<file path="src/rtl/delta_sigma_decimator_if.sv">
// Sample-stream bundle for delta_sigma_decimator.
// master: the decimator side. It takes in the bitstream and drives out samples.
// slave : the environment side. It feeds bits and consumes samples.
interface delta_sigma_decimator_if #(
    parameter int DATA_SIZE = 16
) ();
    logic                 dataIn;
    logic                 dataInValid;
    logic [DATA_SIZE-1:0] dataOut;
    logic                 dataOutValid;
    logic                 dataOutReady;
    logic                 overrun;

    modport master (
        input  dataIn,
        input  dataInValid,
        input  dataOutReady,
        output dataOut,
        output dataOutValid,
        output overrun
    );

    modport slave (
        output dataIn,
        output dataInValid,
        output dataOutReady,
        input  dataOut,
        input  dataOutValid,
        input  overrun
    );
endinterface

</file>
<file path="src/rtl/delta_sigma_decimator.sv">
// delta_sigma_decimator: this block converts a 1-bit delta-sigma bitstream into PCM samples.
// It uses a third-order CIC (sinc3) filter with decimation ratio 2**LOG2_DECIM.
// After the filter come saturation, scaling and a one-entry valid/ready output register.
// Optional macro DELTA_SIGMA_DECIM_SIGNED_EN: when defined, dataOut is two's complement.
// The macro inverts the MSB of the scaled value. It does not change timing.
module delta_sigma_decimator #(
    parameter int DATA_SIZE  = 16,
    parameter int LOG2_DECIM = 6
) (
    input logic clk,
    input logic reset,
    delta_sigma_decimator_if.master bus
);
    localparam int GAIN_BITS = 3 * LOG2_DECIM;
    localparam int W         = GAIN_BITS + 1;

    typedef enum logic [1:0] {
        Settle0,
        Settle1,
        Running
    } settleState_t;

    logic [W-1:0]          integ1, integ2, integ3;
    logic [W-1:0]          integ1Next, integ2Next, integ3Next;
    logic [LOG2_DECIM-1:0] decimCnt;
    logic                  decimEvent;

    logic [W-1:0] capture, captureDly;
    logic [W-1:0] comb1, comb1Dly;
    logic [W-1:0] comb2, comb2Dly;
    logic [W-1:0] comb3;
    logic         capValid, comb1Valid, comb2Valid, comb3Valid;

    settleState_t         settle;
    logic                 load;
    logic [DATA_SIZE-1:0] scaled;
    logic [DATA_SIZE-1:0] outSample;
    logic                 combUnused;

    logic [DATA_SIZE-1:0] dataOutReg;
    logic                 dataOutValidReg;
    logic                 overrunReg;

    // Next integrator values. Each stage adds the previous registered value of the stage before it.
    always_comb begin
        integ1Next = integ1 + {{(W - 1){1'b0}}, bus.dataIn};
        integ2Next = integ2 + integ1;
        integ3Next = integ3 + integ2;
        decimEvent = bus.dataInValid && (decimCnt == '1);
    end

    // Integrators and the decimation counter advance only on accepted bits. They wrap modulo 2**W.
    always_ff @(posedge clk) begin
        if (reset) begin
            integ1   <= '0;
            integ2   <= '0;
            integ3   <= '0;
            decimCnt <= '0;
        end else if (bus.dataInValid) begin
            integ1   <= integ1Next;
            integ2   <= integ2Next;
            integ3   <= integ3Next;
            decimCnt <= decimCnt + 1'b1;
        end
    end

    // Capture register plus three comb stages. Each stage fires one cycle after the stage before it.
    // Each stage keeps x_prev from its own previous firing.
    always_ff @(posedge clk) begin
        if (reset) begin
            capture    <= '0;
            captureDly <= '0;
            comb1      <= '0;
            comb1Dly   <= '0;
            comb2      <= '0;
            comb2Dly   <= '0;
            comb3      <= '0;
            capValid   <= 1'b0;
            comb1Valid <= 1'b0;
            comb2Valid <= 1'b0;
            comb3Valid <= 1'b0;
        end else begin
            capValid   <= decimEvent;
            comb1Valid <= capValid;
            comb2Valid <= comb1Valid;
            comb3Valid <= comb2Valid;
            if (decimEvent) begin
                capture <= integ3Next;
            end
            if (capValid) begin
                comb1      <= capture - captureDly;
                captureDly <= capture;
            end
            if (comb1Valid) begin
                comb2    <= comb1 - comb1Dly;
                comb1Dly <= comb1;
            end
            if (comb2Valid) begin
                comb3    <= comb2 - comb2Dly;
                comb2Dly <= comb2;
            end
        end
    end

    // Saturate R^3 to R^3-1, keep the top DATA_SIZE bits, then optionally convert to two's complement.
    // After settling the raw value is at most R^3, so its MSB is set only at exactly R^3.
    always_comb begin
        scaled = '0;
        if (comb3[GAIN_BITS]) begin
            scaled = '1;
        end else begin
            scaled = comb3[GAIN_BITS-1 -: DATA_SIZE];
        end
`ifdef DELTA_SIGMA_DECIM_SIGNED_EN
        outSample = {~scaled[DATA_SIZE-1], scaled[DATA_SIZE-2:0]};
`else
        outSample = scaled;
`endif
    end

    assign combUnused = ^comb3;
    assign load       = comb3Valid && (settle == Running);

    // Discard the first two comb results after reset. Until then the comb history is incomplete.
    always_ff @(posedge clk) begin
        if (reset) begin
            settle <= Settle0;
        end else if (comb3Valid) begin
            case (settle)
                Settle0: settle <= Settle1;
                Settle1: settle <= Running;
                default: settle <= Running;
            endcase
        end
    end

    // Output register. A new sample always loads, and it overwrites an unconsumed one.
    // overrun flags only the overwrite case. A load together with an accepting handshake is a clean hand-off.
    always_ff @(posedge clk) begin
        if (reset) begin
            dataOutReg      <= '0;
            dataOutValidReg <= 1'b0;
            overrunReg      <= 1'b0;
        end else begin
            overrunReg <= load && dataOutValidReg && !bus.dataOutReady;
            if (load) begin
                dataOutReg      <= outSample;
                dataOutValidReg <= 1'b1;
            end else if (dataOutValidReg && bus.dataOutReady) begin
                dataOutValidReg <= 1'b0;
            end
        end
    end

    assign bus.dataOut      = dataOutReg;
    assign bus.dataOutValid = dataOutValidReg;
    assign bus.overrun      = overrunReg;
endmodule

</file>
<file path="src/flat_wrapper.sv">
// flat-port wrapper written by rule: the top's interface ports become plain ports
module delta_sigma_decimator_flat 
#(
    parameter int DATA_SIZE  = 16,
    parameter int LOG2_DECIM = 6
)
  (clk, reset, bus_dataIn, bus_dataInValid, bus_dataOutReady, bus_dataOut, bus_dataOutValid, bus_overrun);
  delta_sigma_decimator_if #(.DATA_SIZE(DATA_SIZE)) bus_i ();
  input logic clk;
  input logic reset;
  input wire logic [$bits(bus_i.dataIn)-1:0] bus_dataIn;
  input wire logic [$bits(bus_i.dataInValid)-1:0] bus_dataInValid;
  input wire logic [$bits(bus_i.dataOutReady)-1:0] bus_dataOutReady;
  output wire logic [$bits(bus_i.dataOut)-1:0] bus_dataOut;
  output wire logic [$bits(bus_i.dataOutValid)-1:0] bus_dataOutValid;
  output wire logic [$bits(bus_i.overrun)-1:0] bus_overrun;
  assign bus_i.dataIn = bus_dataIn;
  assign bus_i.dataInValid = bus_dataInValid;
  assign bus_i.dataOutReady = bus_dataOutReady;
  assign bus_dataOut = bus_i.dataOut;
  assign bus_dataOutValid = bus_i.dataOutValid;
  assign bus_overrun = bus_i.overrun;
  delta_sigma_decimator #(.DATA_SIZE(DATA_SIZE), .LOG2_DECIM(LOG2_DECIM)) u_core (.clk(clk), .reset(reset), .bus(bus_i));
endmodule
</file>
<file path="config.mk">
export PLATFORM = sky130hd
export DESIGN_NAME = delta_sigma_decimator_flat
export DESIGN_NICKNAME = d
export VERILOG_FILES = /design/src/rtl/delta_sigma_decimator_if.sv /design/src/rtl/delta_sigma_decimator.sv /design/src/flat_wrapper.sv
export SDC_FILE = /design/constraint.sdc
export NUM_CORES = 1
export LEC_CHECK = 0
export CORE_MARGIN = 1
export CORE_UTILIZATION = 55
export DETAILED_ROUTE_END_ITERATION = 8
export GPL_ROUTABILITY_DRIVEN = 0
export HOLD_SLACK_MARGIN = 0.08
export PLACE_DENSITY = 0.74
export REMOVE_ABC_BUFFERS = 1
export SLEW_MARGIN = 20
export SYNTH_ARGS = -nofsm -noshare
export SYNTH_HDL_FRONTEND = slang
export SYNTH_SLANG_ARGS = --single-unit
</file>
<file path="constraint.sdc">
create_clock -name clk -period 2.9 [get_ports clk]
set_input_delay 0.58 -clock clk [delete_from_list [all_inputs] [get_ports clk]]
set_output_delay 0.58 -clock clk [all_outputs]
set_load 0.03 [all_outputs]
</file>
==> impl_results.md <==
- Worst r2r dst: u_core.comb1[18]
- Most common cell in the netlist: nor2_1
- WP data required: 3.31 ns
- Run status: complete, no violations
- Highest routed layer: met4
- Yosys cell types: 71
- Crit path cell chain: inv_1 > ha_1 > inv_1 > fa_1 > a2111o_1 > o2111ai_1 > a31oi_2 > buf_4 > a21oi_1 > o31ai_1 > a311o_1
- Max-Cap Viols: 0
- Tcrit/Tclk final: 0.952
- Proportion of synthesized area in mux cells: 0.0900
- CP peak stage delay: 0.41 ns
- Clock-pin slew on the worst setup and hold paths: 0.06 ns
- Clk pwr share: 0.500
- Initial Util: 0.558
- Simple-gate portion of the synthesized area: 0.171
- Critical path class: flop to flop
- R2R cell count: 11
- Routed wl met3: 623 um
- Post-synth top area share: 0.359
- Via count: 9548
- Final instance count without filler cells: 1733
- Root Driver: clkbuf_16
- Synth Area per Inst: 8.51 sq um
- Vias per cell: 5.51
- Synth Area in Adders: 0.101
- Clock buffer depth: 3
- Hold Path Stages: 2
- Endpoints failing setup: 0
- Unrepaired setup endpoints after global routing: true
- GRT Total Usage: 0.209
- First-pass DRT Iterations: 5
- First-pass GRT wire length: 39800 um
- Largest family of logic cells by synthesized area: compound AO/OA/AOI/OAI gates
- Layout cells sized above 1: 0.0571
- Area Overhead vs Synth: 11.6%
- HP Start: reset
- Largest net degree at the start of global routing: 70
- CP startpoint kind: flop
- Clock sink count: 218
- Die Area: 22700 sq um
- Arr. time, crit path: 3.17 ns
- Post-synth EDFFs: 0
- Worst setup EP type: flop
- Die width: 151 um
- Xor and xnor area share after synthesis: 0.0599
- Final Slew Violations: 0
- Antenna viol nets, final: 0
- Fin crit period: 2.76 ns
- Finished Core Util: 0.623
- Seq/Total Area, Yosys: 0.359
- Met1 Wirelength: 10300 um
- Detailed placement HPWL: 16200 um
- DRC: 0
- Maximum clock rate: 362 MHz
- RR Startpoint: u_core.capture[0]
- Rel. slew slack: 0.581
- VDD IR max: 0.000354 V
- Largest cells by area after synthesis: dfxtp_1, ha_1, mux2i_1
- Seq cells post-synth: 218
- Share of power burned in registers: 0.475
- Final worst slack: 0.140 ns
- # IOs: 23
- Initial antenna violation count: 0
- WL final: 23000 um
- Leak pwr: 5.32 nW
- Async S/R FF share, synth: 0
- Die Ht: 151 um
- Number of CTS-inserted buffers: 25
- Cell repeated most along the worst path: inv_1
- Inserted Diodes: 0
- WP buf/inv: 3
- 1st-iter DRT viols: 303
- Clock Skew: 0.0117 ns
- Internal power: 5.04 mW
- R2r setup slk: 0.14 ns
- Commonest cells post-synth: nor2_1, dfxtp_1, mux2i_1
- Placed Cells: 1688
- Worst Tran Pin Value: 0.628 ns
- Cell area after synthesis: 12100 sq um
- I/O Buffers: 22
- Hold endpoint: u_core.comb1Dly[8]
- Logic gate share of total power: 0.025
- Synthesis Warnings: 0
- Final Hold Fails: 0
- WL per Instance: 13.3 um
- Switching portion of total power: 0.207
- Hold crit path type: input port to flop
- Cell row count: 54
- Main flop type after synthesis: dfxtp_1
- Filler cells: 1856
- CTS tree: yes
- Total core area: 21800 sq um
- Crit path max-delay cell type: a2111o_1
- Compound-Gate Fraction of Synth Area: 0.172
- Synth area leader: dfxtp_1
- Worst-Skew Late Latency: 0.52 ns
- Pwr dens: 469 nW/um^2
- Gate Count Post-Synth: 1427
- Critical Path Fanout Max: 3
- Postcts setup bufs: 0
- Vias in the first global route: 8964
- NetSw: 1.32 mW
- Metal2 WL: 11600 um
- Max H-tree Level: 1
- Pre-CTS WS: 0.0362 ns
- Layout net count: 1536
- Grt ovf: 0
- Crit-path leading delay family: compound AO/OA/AOI/OAI gates
## worst max path at each step
stage,startpoint,end,depth (start not counted)
after detailed placement,u_core.capture[0],u_core.comb1[16],12
after global routing,u_core.capture[0],u_core.comb1[16],12
after floorplan,u_core.comb3Valid,u_core.bus.overrun,3
after global placement,u_core.capture[0],u_core.comb1[16],12
final,u_core.capture[0],u_core.comb1[18],11
after CTS,u_core.capture[0],u_core.comb1[16],12
## area by class of cell
cell class / count / area (sq um) / area share
multi-input cells: 1059 / 7260 / 0.536
flip-flops and latches: 218 / 4370 / 0.322
clock buffers: 36 / 757 / 0.0558
repair buffers: 41 / 384 / 0.0283
well taps: 280 / 350 / 0.0258
inverters: 90 / 338 / 0.0249
clock inverters: 9 / 98.8 / 0.00729
## logic make-up (layout without fill, tap and decap cells)
| kind of cell | Yosys count | count (layout) |
|---|---|---|
| XOR/XNOR | 83 | 83 |
| adder cells (fa/ha/maj) | 96 | 96 |
| flip-flops | 218 | 218 |
| AND/OR/NAND/NOR | 455 | 455 |
| buffers and inverters | 150 | 176 |
| multiplexers | 109 | 109 |
| AO/OA/AOI/OAI | 316 | 316 |
## per-stage QoR
stage / hold WS [ns] / TNS, ns / instance area, sq um / power, mW
after floorplan: 0.426 / 0 / 11900 / 3.15
after global placement: 0.437 / 0 / 12700 / 3.24
after detailed placement: 0.441 / 0 / 12700 / 3.25
after CTS: 0.430 / 0 / 13500 / 6.45
after global routing: 0.448 / -0.0428 / 13600 / 6.59
final: 0.446 / 0 / 13600 / 6.36
## flip-flops by register name, indices dropped and copies added (netlist names)
signal and flops:
u_core.comb3Valid 1, u_core.comb2 19, u_core.comb1Dly 19, u_core.integ3 19, u_core.decimCnt 6, u_core.bus.dataOutValid 1, u_core.capture 19, u_core.bus.overrun 1
u_core.capValid 1, u_core.bus.dataOut 16, u_core.comb3 17, u_core.captureDly 19, u_core.comb1Valid 1, u_core.settle 2, u_core.comb1 19, u_core.comb2Dly 19
u_core.integ2 19, u_core.integ1 19, u_core.comb2Valid 1
## cell usage in the layout, fill, tap and decap left out, types with 13 or more instances in the layout
| master | n |
|---|---|
| xor2_1 | 35 |
| o21ai_1 | 14 |
| o21ai_0 | 33 |
| o21a_1 | 14 |
| clkbuf_16 | 25 |
| nor2_1 | 223 |
| a211oi_1 | 38 |
| buf_4 | 17 |
| xnor2_1 | 48 |
| dfxtp_1 | 215 |
| and3_1 | 15 |
| nand2b_1 | 22 |
| inv_1 | 88 |
| a21oi_1 | 89 |
| nand4_1 | 13 |
| nand3_1 | 27 |
| mux2i_1 | 107 |
| a21o_1 | 39 |
| clkdlybuf4s50_1 | 20 |
| nand2_1 | 91 |
| ha_1 | 92 |
## power by group through the flow
stage / Combinational [mW] / Sequential, mW / Clock, mW
5_1_grt: 0.176 / 3.02 / 3.39
4_1_cts: 0.160 / 3.02 / 3.27
2_1_floorplan: 0.0652 / 3.08 / 0
6_report: 0.159 / 3.02 / 3.18
3_3_place_gp: 0.156 / 3.08 / 0
3_5_place_dp: 0.160 / 3.08 / 0
## what timing repair did
action	4_1_cts	5_1_grt
hold buffers	0	0
resized for setup	0	6
setup endpoints to repair	0	9
hold endpoints to repair	0	0
## per-layer routing
| metal | track usage | up-vias |
|---|---|---|
| li1 | - | 5021 |
| met1 | 0.237 | 4381 |
| met2 | 0.400 | 108 |
| met3 | 0.0309 | 38 |
| met4 | 0.0605 | 0 |
| met5 | 0 | - |
(Power assumes the default switching activity.)
